## src/rtl/fx_pkg.sv

```systemverilog
// Shared types and helpers for the crossfading path selector.
package fx_pkg;

  // Fade controller state: passing one path through, or blending two paths.
  typedef enum logic {
    FX_IDLE = 1'b0,
    FX_FADE = 1'b1
  } fx_state_e;

  // Width of one weighted product: a signed sample times an unsigned
  // (ramp_log2+1)-bit weight that has been zero-extended to signed.
  function automatic int fx_prod_width(input int data_width, input int ramp_log2);
    return data_width + ramp_log2 + 2;
  endfunction

endpackage

```

## src/rtl/fx_blend.sv

```systemverilog
// Two-stage pipelined weighted sum: out = (a*wa + b*wb) >>> RAMP_LOG2.
// Stage 1 registers both products with the valid bit; stage 2 registers the
// shifted sum. The output holds between valids; out_valid is a pulse.
module fx_blend
  import fx_pkg::*;
#(
  parameter int DATA_WIDTH = 32,
  parameter int RAMP_LOG2  = 8
) (
  input  logic                         clk,
  input  logic                         rst,
  input  logic                         in_valid,
  input  logic signed [DATA_WIDTH-1:0] a,
  input  logic signed [DATA_WIDTH-1:0] b,
  input  logic        [RAMP_LOG2:0]    wa,
  input  logic        [RAMP_LOG2:0]    wb,
  output logic signed [DATA_WIDTH-1:0] out,
  output logic                         out_valid
);

  localparam int PW = fx_prod_width(DATA_WIDTH, RAMP_LOG2);

  logic signed [PW-1:0] a_ext;
  logic signed [PW-1:0] b_ext;
  logic signed [PW-1:0] wa_ext;
  logic signed [PW-1:0] wb_ext;
  logic signed [PW-1:0] prod_a;
  logic signed [PW-1:0] prod_b;
  logic                 prod_valid;
  logic signed [PW:0]   sum;

  // Samples are sign-extended, weights zero-extended, so both multiplies are
  // plain signed products at full width with no overflow.
  assign a_ext  = {{(PW-DATA_WIDTH){a[DATA_WIDTH-1]}}, a};
  assign b_ext  = {{(PW-DATA_WIDTH){b[DATA_WIDTH-1]}}, b};
  assign wa_ext = {{(PW-RAMP_LOG2-1){1'b0}}, wa};
  assign wb_ext = {{(PW-RAMP_LOG2-1){1'b0}}, wb};

  // Stage 1: capture both weighted products on a valid sample.
  always_ff @(posedge clk) begin
    if (rst) begin
      prod_a     <= '0;
      prod_b     <= '0;
      prod_valid <= 1'b0;
    end else begin
      prod_valid <= in_valid;
      if (in_valid) begin
        prod_a <= a_ext * wa_ext;
        prod_b <= b_ext * wb_ext;
      end
    end
  end

  // One extra bit so the sum of two full-width products cannot wrap.
  assign sum = {prod_a[PW-1], prod_a} + {prod_b[PW-1], prod_b};

  // Stage 2: floor-shift the sum back to sample scale. Weights sum to
  // 2^RAMP_LOG2, so the result always fits DATA_WIDTH without saturation.
  always_ff @(posedge clk) begin
    if (rst) begin
      out       <= '0;
      out_valid <= 1'b0;
    end else begin
      out_valid <= prod_valid;
      if (prod_valid) begin
        out <= DATA_WIDTH'(sum >>> RAMP_LOG2);
      end
    end
  end

endmodule

```

## src/rtl/fx_crossfade_mux.sv

```systemverilog
// N-way audio path selector with click-free linear crossfade on a selection
// change. All paths share one valid strobe and are latency-aligned.
//
// Handshake: there is no backpressure. sample_valid is a one-cycle strobe
// qualifying every lane of audio_in in that cycle; audio_out_valid is a
// one-cycle strobe exactly two cycles later, and audio_out holds in between.
//
// The fade FSM state is observable on busy (high exactly in FX_FADE).
module fx_crossfade_mux
  import fx_pkg::*;
#(
  parameter  int DATA_WIDTH = 32,
  parameter  int NUM_PATHS  = 4,
  parameter  int RAMP_LOG2  = 8,
  localparam int SEL_WIDTH  = $clog2(NUM_PATHS)
) (
  input  logic                                 clk,
  input  logic                                 rst,
  input  logic                                 sample_valid,
  input  logic signed [NUM_PATHS-1:0][DATA_WIDTH-1:0] audio_in,
  input  logic        [SEL_WIDTH-1:0]          path_sel,
  output logic signed [DATA_WIDTH-1:0]         audio_out,
  output logic                                 audio_out_valid,
  output logic                                 busy
);

  localparam logic [RAMP_LOG2:0] W_FULL = {1'b1, {RAMP_LOG2{1'b0}}};

  fx_state_e            state;
  fx_state_e            state_nxt;
  logic [SEL_WIDTH-1:0] cur_sel;
  logic [SEL_WIDTH-1:0] cur_nxt;
  logic [SEL_WIDTH-1:0] tgt_sel;
  logic [SEL_WIDTH-1:0] tgt_nxt;
  logic [RAMP_LOG2-1:0] ramp;
  logic [RAMP_LOG2-1:0] ramp_nxt;
  logic [RAMP_LOG2:0]   w_tgt;
  logic [RAMP_LOG2:0]   w_cur;
  logic                 req;

  // A request is a different, in-range path; out-of-range selects are ignored.
  assign req = (path_sel != cur_sel) && (32'(path_sel) < 32'(NUM_PATHS));

  // State register for the fade controller.
  always_ff @(posedge clk) begin
    if (rst) begin
      state   <= FX_IDLE;
      cur_sel <= '0;
      tgt_sel <= '0;
      ramp    <= '0;
    end else begin
      state   <= state_nxt;
      cur_sel <= cur_nxt;
      tgt_sel <= tgt_nxt;
      ramp    <= ramp_nxt;
    end
  end

  // Next-state and blend weight. In IDLE the target weight is zero, so the
  // same blend datapath passes cur_sel through and latency never changes.
  // A request seen in the same cycle as a valid sample only takes effect
  // from the following sample.
  always_comb begin
    state_nxt = state;
    cur_nxt   = cur_sel;
    tgt_nxt   = tgt_sel;
    ramp_nxt  = ramp;
    w_tgt     = '0;
    case (state)
      FX_IDLE: begin
        if (req) begin
          tgt_nxt   = path_sel;
          ramp_nxt  = RAMP_LOG2'(1);
          state_nxt = FX_FADE;
        end
      end
      FX_FADE: begin
        w_tgt = {1'b0, ramp};
        if (sample_valid) begin
          ramp_nxt = ramp + RAMP_LOG2'(1);
          if (ramp == '1) begin
            cur_nxt   = tgt_sel;
            ramp_nxt  = '0;
            state_nxt = FX_IDLE;
          end
        end
      end
      default: begin
        state_nxt = FX_IDLE;
      end
    endcase
  end

  assign w_cur = W_FULL - w_tgt;
  assign busy  = (state == FX_FADE);

  fx_blend #(
    .DATA_WIDTH(DATA_WIDTH),
    .RAMP_LOG2 (RAMP_LOG2)
  ) u_blend (
    .clk      (clk),
    .rst      (rst),
    .in_valid (sample_valid),
    .a        (audio_in[cur_sel]),
    .b        (audio_in[tgt_sel]),
    .wa       (w_cur),
    .wb       (w_tgt),
    .out      (audio_out),
    .out_valid(audio_out_valid)
  );

endmodule
```

## config.mk

```make
export PLATFORM = sky130hd
export DESIGN_NAME = fx_crossfade_mux
export DESIGN_NICKNAME = d
export VERILOG_FILES = /design/src/rtl/fx_pkg.sv /design/src/rtl/fx_blend.sv /design/src/rtl/fx_crossfade_mux.sv
export SDC_FILE = /design/constraint.sdc
export NUM_CORES = 2
export LEC_CHECK = 0
export CORE_UTILIZATION = 52
export DETAILED_ROUTE_END_ITERATION = 6
export GPL_TIMING_DRIVEN = 0
export PLACE_DENSITY = 0.81
export SYNTH_ARGS = -nofsm -noshare
export SYNTH_HDL_FRONTEND = slang
export SYNTH_HIERARCHICAL = 1
export SYNTH_SLANG_ARGS = --single-unit
```

## constraint.sdc

```tcl
create_clock -name clk -period 8.05 [get_ports clk]
set_clock_uncertainty 0.2 [all_clocks]
set_input_delay 1.61 -clock clk [delete_from_list [all_inputs] [get_ports clk]]
set_output_delay 1.61 -clock clk [all_outputs]
set_load 0.01 [all_outputs]
```

* Word-level counts from Yosys, hierarchy flattened *
Cells that the tools add are included.

operators by class
  order comparisons = 2
  bitwise logic cells = 1
  eq/ne operators = 4
  mux-type cells = 13
  reduce and logical (&&, ||, !) cells = 3
  add/sub/neg operators = 3
  multiply operators = 2

operators with widths
  operator                                                               number
  32-bit binary-select mux with 2-bit select                             2
  32-bit 2-to-1 mux                                                      2
  40-bit adder                                                           1
  32-bit by 10-bit multiplier with 40-bit output                         1
  32-bit by 9-bit multiplier with 40-bit output                          1
  8-bit 2-to-1 mux                                                       4
  8-bit one-hot mux with 2 select lines                                  1
  9-bit subtractor (first input constant)                                1
  8-bit by 1-bit adder with 8-bit output (second input constant)         1
  8-bit == test (second input constant)                                  1
  2-bit by 3-bit < comparator with 1-bit output (second input constant)  2
  2-bit != test (second input constant)                                  2
  2-bit AND reduction                                                    2
  1-bit 2-to-1 mux                                                       3
  3-bit AND reduction                                                    1
  2-bit != test                                                          1
  1-bit one-hot mux with 2 select lines                                  1
  1-bit NOT                                                              1

word-level totals
  register bits = 127
  logic and storage cells = 37
  output and inout port bits = 34

* Longest topological paths before layout *
  word-level depth = 4
  gate-level depth with buffers = 30

* Modules after synthesis *
The synthesis kept the hierarchy.

by module, submodules not included
  module            area each (um^2)  cells each  instances
  fx_blend          24,285.8          2,753       1
  fx_crossfade_mux  2,284.7           181         1

* Least setup slack after synthesis *
No wires, ideal clock.

  path type = input to register
  from = input audio_in[114] (netlist bit)
  to = register u_blend.prod_a[39]
  path buffers = 0
  path slack = 0.616 ns
  data required time = 7.714 ns
  library setup time = 0.136 ns
  arrival time = 7.098 ns
  stages = 21
  cell sequence = mux4_2 and2_1 fa_1 fa_1 fa_1 fa_1 inv_1 fa_1 inv_1 ha_1 a21oi_2 o21ai_1 or4_1 a221oi_1 o21a_1 o31a_1 a21oi_1 a31o_2 a21oi_2 mux2i_1 a211oi_2

on the way
  cells in the longest elaborated chain, start to end = 3

ends and longest elaborated chain
  what                                            RTL line                 text
  start: declaration                              fx_crossfade_mux.sv:20   input logic signed [NUM_PATHS-1:0][DATA_WIDTH-1:0] audio_in,
  32-bit binary-select mux with 2-bit select      fx_crossfade_mux.sv:104  .a (audio_in[cur_sel]),
  32-bit 2-to-1 mux (implied by the code)         fx_crossfade_mux.sv:104
  32-bit by 10-bit multiplier with 40-bit output  fx_blend.sv:48           prod_a <= a_ext * wa_ext;
  end signal: assignment                          fx_blend.sv:48
  end: declaration                                fx_blend.sv:27           logic signed [PW-1:0] prod_a;

No other way between the ends. The select of a mux whose other input is x is not followed.
A chain may end at the register's enable or synchronous reset.

* Worst setup path in the final report *
  from = input audio_in[115] (netlist bit)
  to = register u_blend.prod_a[39]

The elaborated chain is that of the path after synthesis.

==> flow_summary_export.csv <==
group,metric,value,unit
floorplan,start_util,52.9,%
detailed_routing,routed_wl,80.0,mm
grt,grt_pass1_wl,122,mm
timing,slew-limit-headroom,38.0,%
grt,grt-ovfl-total,0,
yosys,synthSimpleGateAreaFrac,17.0,%
clock_network,holdBufCountCts,0,
hold_path,hp-class,"reg2reg",
timing,hold_viol_final,0,
power,peakVddDrop,0.174,mV
clock_network,root_buffer,"clkbuf_16",
hold_path,hold_path_depth,2,
power,p_total,4.80,mW
finish,stdcell_area,30300,um2
job,cap_violations,0,
floorplan,rows,82,
yosys,synth.distinct_cells,80,
detailed_routing,route.detailed.drc,0,
yosys,yosysWarnings,6,
timing,fmax,126,MHz
clock_network,cts.sinks,127,
detailed_routing,vias_per_cell,5.82,
clock_network,cts-buffers-inserted,17,
finish,stdcell_count,3822,
grt,grt_max_degree,17,
worst_setup_path,endpoint_kind,"flip-flop",
detailed_routing,drtPass1Iterations,7,
timing,period_needed,7.96,ns
yosys,synth_compound_area_share,8.42,%
yosys,synth_seq_area_share,9.57,%
yosys,syn_area,26600,um2
power,power.density,158,nW/um2
floorplan,core,50300,um2
detailed_routing,wl_per_cell,20.9,um
timing,tightest_slew,0.930,ns
finish,layout-drive-gt1-share,7.60,%
grt,grt_pass1_vias,22700,
clock_network,cts_max_level,4,
worst_setup_path,r2r-end,"u_blend/prod_a[38]",
worst_setup_path,reg2reg_from,"busy",
finish,fillCellCount,4156,
worst_setup_path,cp_max_fo,8,
detailed_routing,ant_nets,0,
yosys,synth_mux_area_share,7.87,%
finish,final_core_util,60.3,%
worst_setup_path,cp.required,8.14,ns
worst_setup_path,crit_arrival,8.05,ns
timing,period_share,98.8,%
detailed_routing,drt-initial-drc-count,2193,
timing,drv_slew,0,
clock_network,cts_tree,"yes",
place,dp_hpwl,63.2,mm
floorplan,design.die.area,52000,um2
clock_network,clockBufferDepth,2,
hold_path,min_to,"u_blend/out[8]",
detailed_routing,vias,22200,
yosys,synthFlopType,"dfxtp_1",
yosys,syn_area_per_cell,9.06,um2
place,portBuffers,166,
yosys,synthCells,2934,
grt,grt_util_all_layers,30.3,%
worst_setup_path,path_class,"in2reg",
place,dp.cells,3776,
yosys,async_flop_share,0,%
yosys,synth_top_family_by_area,"adder cells",
power,leakage,15.1,nW
place,globalplace.congestion,1.00,
yosys,synthXorXnorAreaFrac,3.99,%
place,place_area,29100,um2
yosys,ys_ff_latch,127,
yosys,synthAdderAreaFrac,44.0,%
yosys,synth_edf_count,0,
clock_network,path_clk_slew,0.06,ns
status,status,"complete, no violations",
worst_setup_path,startpoint_type,"primary input",
floorplan,die_h,228,um
clock_network,clock_latency,0.44,ns
finish,nets,3929,
timing,setup_viol,0,
floorplan,ios,167,
hold_path,worstHoldStart,"u_blend/out[8]",
grt,antenna_found_initial,9,
worst_setup_path,reg2reg_depth,28,
finish,syn2layout_area_growth,14.1,%
worst_setup_path,r2r_slack,0.10,ns
floorplan,die_width,228,um
[power breakdown]
| part | total, mW | switching [mW] | leakage (nW) | internal [mW] |
|---|---|---|---|---|
| registers | 0.812 | 0.0819 | 1.04 | 0.730 |
| clock network | 0.765 | 0.337 | 0.270 | 0.428 |
| logic | 3.23 | 1.92 | 13.8 | 1.31 |
| total | 4.80 | 2.34 | 15.1 | 2.47 |
[layout by cell type, fill, tap and decap left out, types with 12 or more instances in the layout]
master | synthesis | routed
buf_2 | 10 | 12
xnor2_1 | 79 | 74
nor2b_1 | 16 | 16
ha_1 | 208 | 199
and2_1 | 272 | 263
dlymetal6s2s_1 | 0 | 12
nor2_1 | 134 | 134
mux4_2 | 64 | 64
nand2_1 | 366 | 361
a21o_1 | 36 | 36
inv_1 | 505 | 504
clkbuf_1 | 114 | 73
buf_4 | 0 | 33
clkbuf_16 | 0 | 17
dfxtp_1 | 127 | 127
clkdlybuf4s50_1 | 0 | 153
a22o_1 | 14 | 14
nand4_1 | 13 | 13
nor3_1 | 18 | 17
o21ai_1 | 13 | 14
mux2i_1 | 65 | 64
clkbuf_2 | 0 | 14
xor2_1 | 42 | 40
o21ai_0 | 53 | 51
nand2b_1 | 21 | 21
a21oi_1 | 95 | 91
nand3_1 | 28 | 27
fa_1 | 454 | 452
a211oi_1 | 31 | 30
[cells in the mapped netlist, types with 11 or more instances]
cell type / count / area [um2]
mux4_2: 64 / 1440
nand2b_1: 21 / 131
inv_1: 505 / 1900
a22o_1: 14 / 123
o21a_1: 11 / 82.6
nor2_1: 134 / 503
buf_1: 15 / 56.3
xor2_1: 42 / 368
o211ai_1: 11 / 82.6
and2_1: 272 / 1700
o21ai_0: 53 / 265
o21ai_1: 13 / 65.1
ha_1: 208 / 2600
nor2b_1: 16 / 100
fa_1: 454 / 9090
clkbuf_1: 114 / 428
a21o_1: 36 / 270
dfxtp_1: 127 / 2540
nand4_1: 13 / 81.3
a21oi_1: 95 / 475
nand2_1: 366 / 1370
xnor2_1: 79 / 692
nor3_1: 18 / 90.1
a211oi_1: 31 / 233
nand3_1: 28 / 140
mux2i_1: 65 / 651
[critical path: stages]
cell             delay, ns
clkdlybuf4s50_1       0.46
mux4_2                0.66
buf_4                 0.21
nand2_1               0.09
fa_1                  0.41
inv_1                 0.09
fa_1                  0.45
fa_2                  0.59
fa_1                  0.45
fa_1                  0.39
ha_1                  0.26
a21oi_2               0.17
o21ai_1               0.10
or4_1                 0.44
a221oi_2              0.29
o21a_1                0.15
o31a_1                0.21
a21oi_2               0.10
a31o_2                0.29
a21oi_4               0.18
mux2i_4               0.33
a211oi_2              0.10
[per-layer routing]
| metal | up-vias | share of wire [%] | global-route usage (%) |
|---|---|---|---|
| li1 | 9716 | - | - |
| met1 | 11000 | 39 | 40.3 |
| met3 | 204 | 11 | 6.53 |
| met4 | 6 | 4.5 | 12.5 |
| met5 | - | 0.046 | 0 |
| met2 | 1342 | 45 | 47.9 |
[metrics by stage]
step | hold slack, ns | setup WS [ns] | setup TNS, ns
after floorplan | 0.241 | 0.616 | 0
after global placement | 0.240 | -0.855 | -8.83
after detailed placement | 0.255 | -0.924 | -10.68
after CTS | 0.266 | 0.00826 | 0
after global routing | 0.283 | -0.0400 | -0.125
final | 0.269 | 0.0930 | 0
[worst max path at each step]
stage	start	to	slack (ns)
after floorplan	audio_in[114]	u_blend/prod_a[39]	0.62
after global placement	audio_in[102]	u_blend/prod_a[38]	-0.86
after detailed placement	audio_in[41]	u_blend/prod_a[38]	-0.92
after CTS	audio_in[7]	u_blend/prod_b[38]	0.008
after global routing	busy	u_blend/prod_a[38]	-0.04
final	audio_in[115]	u_blend/prod_a[39]	0.09
[repair_timing]
action,CTS,global route
resized for setup,15,107
pin swaps,1,19
setup buffers,3,32
cloned,0,4
setup endpoints to repair,17,23
hold endpoints to repair,0,0
[final cells by class]
class                   instances  area (um2)  share of cell area (%)
multi-input cells            2169       22000                    72.6
flip-flops and latches        127        2540                    8.39
repair buffers                201        1980                    6.53
inverters                     507        1910                    6.29
well taps                     672         841                    2.77
plain buffers                 111         464                    1.53
clock buffers                  17         425                    1.40
clock inverters                14         134                   0.442
diodes                          4        10.0                  0.0330
[cells by family after synthesis]
logic type,count (synthesis)
muxes,129
and+or+nand+nor,918
other,1
xor gates and xnor gates,121
AOI/OAI and AO/OA,330
adders and majority gates,662
DFF,127
buffers and inverters,646
[registers in the layout, summed over array words and instances, names as in the netlist]
signal	count
u_blend/prod_valid	1
u_blend/prod_b	40
busy	1
u_blend/out	32
cur_sel	2
ramp	8
u_blend/out_valid	1
tgt_sel	2
u_blend/prod_a	40
(Power assumes the default switching activity.)
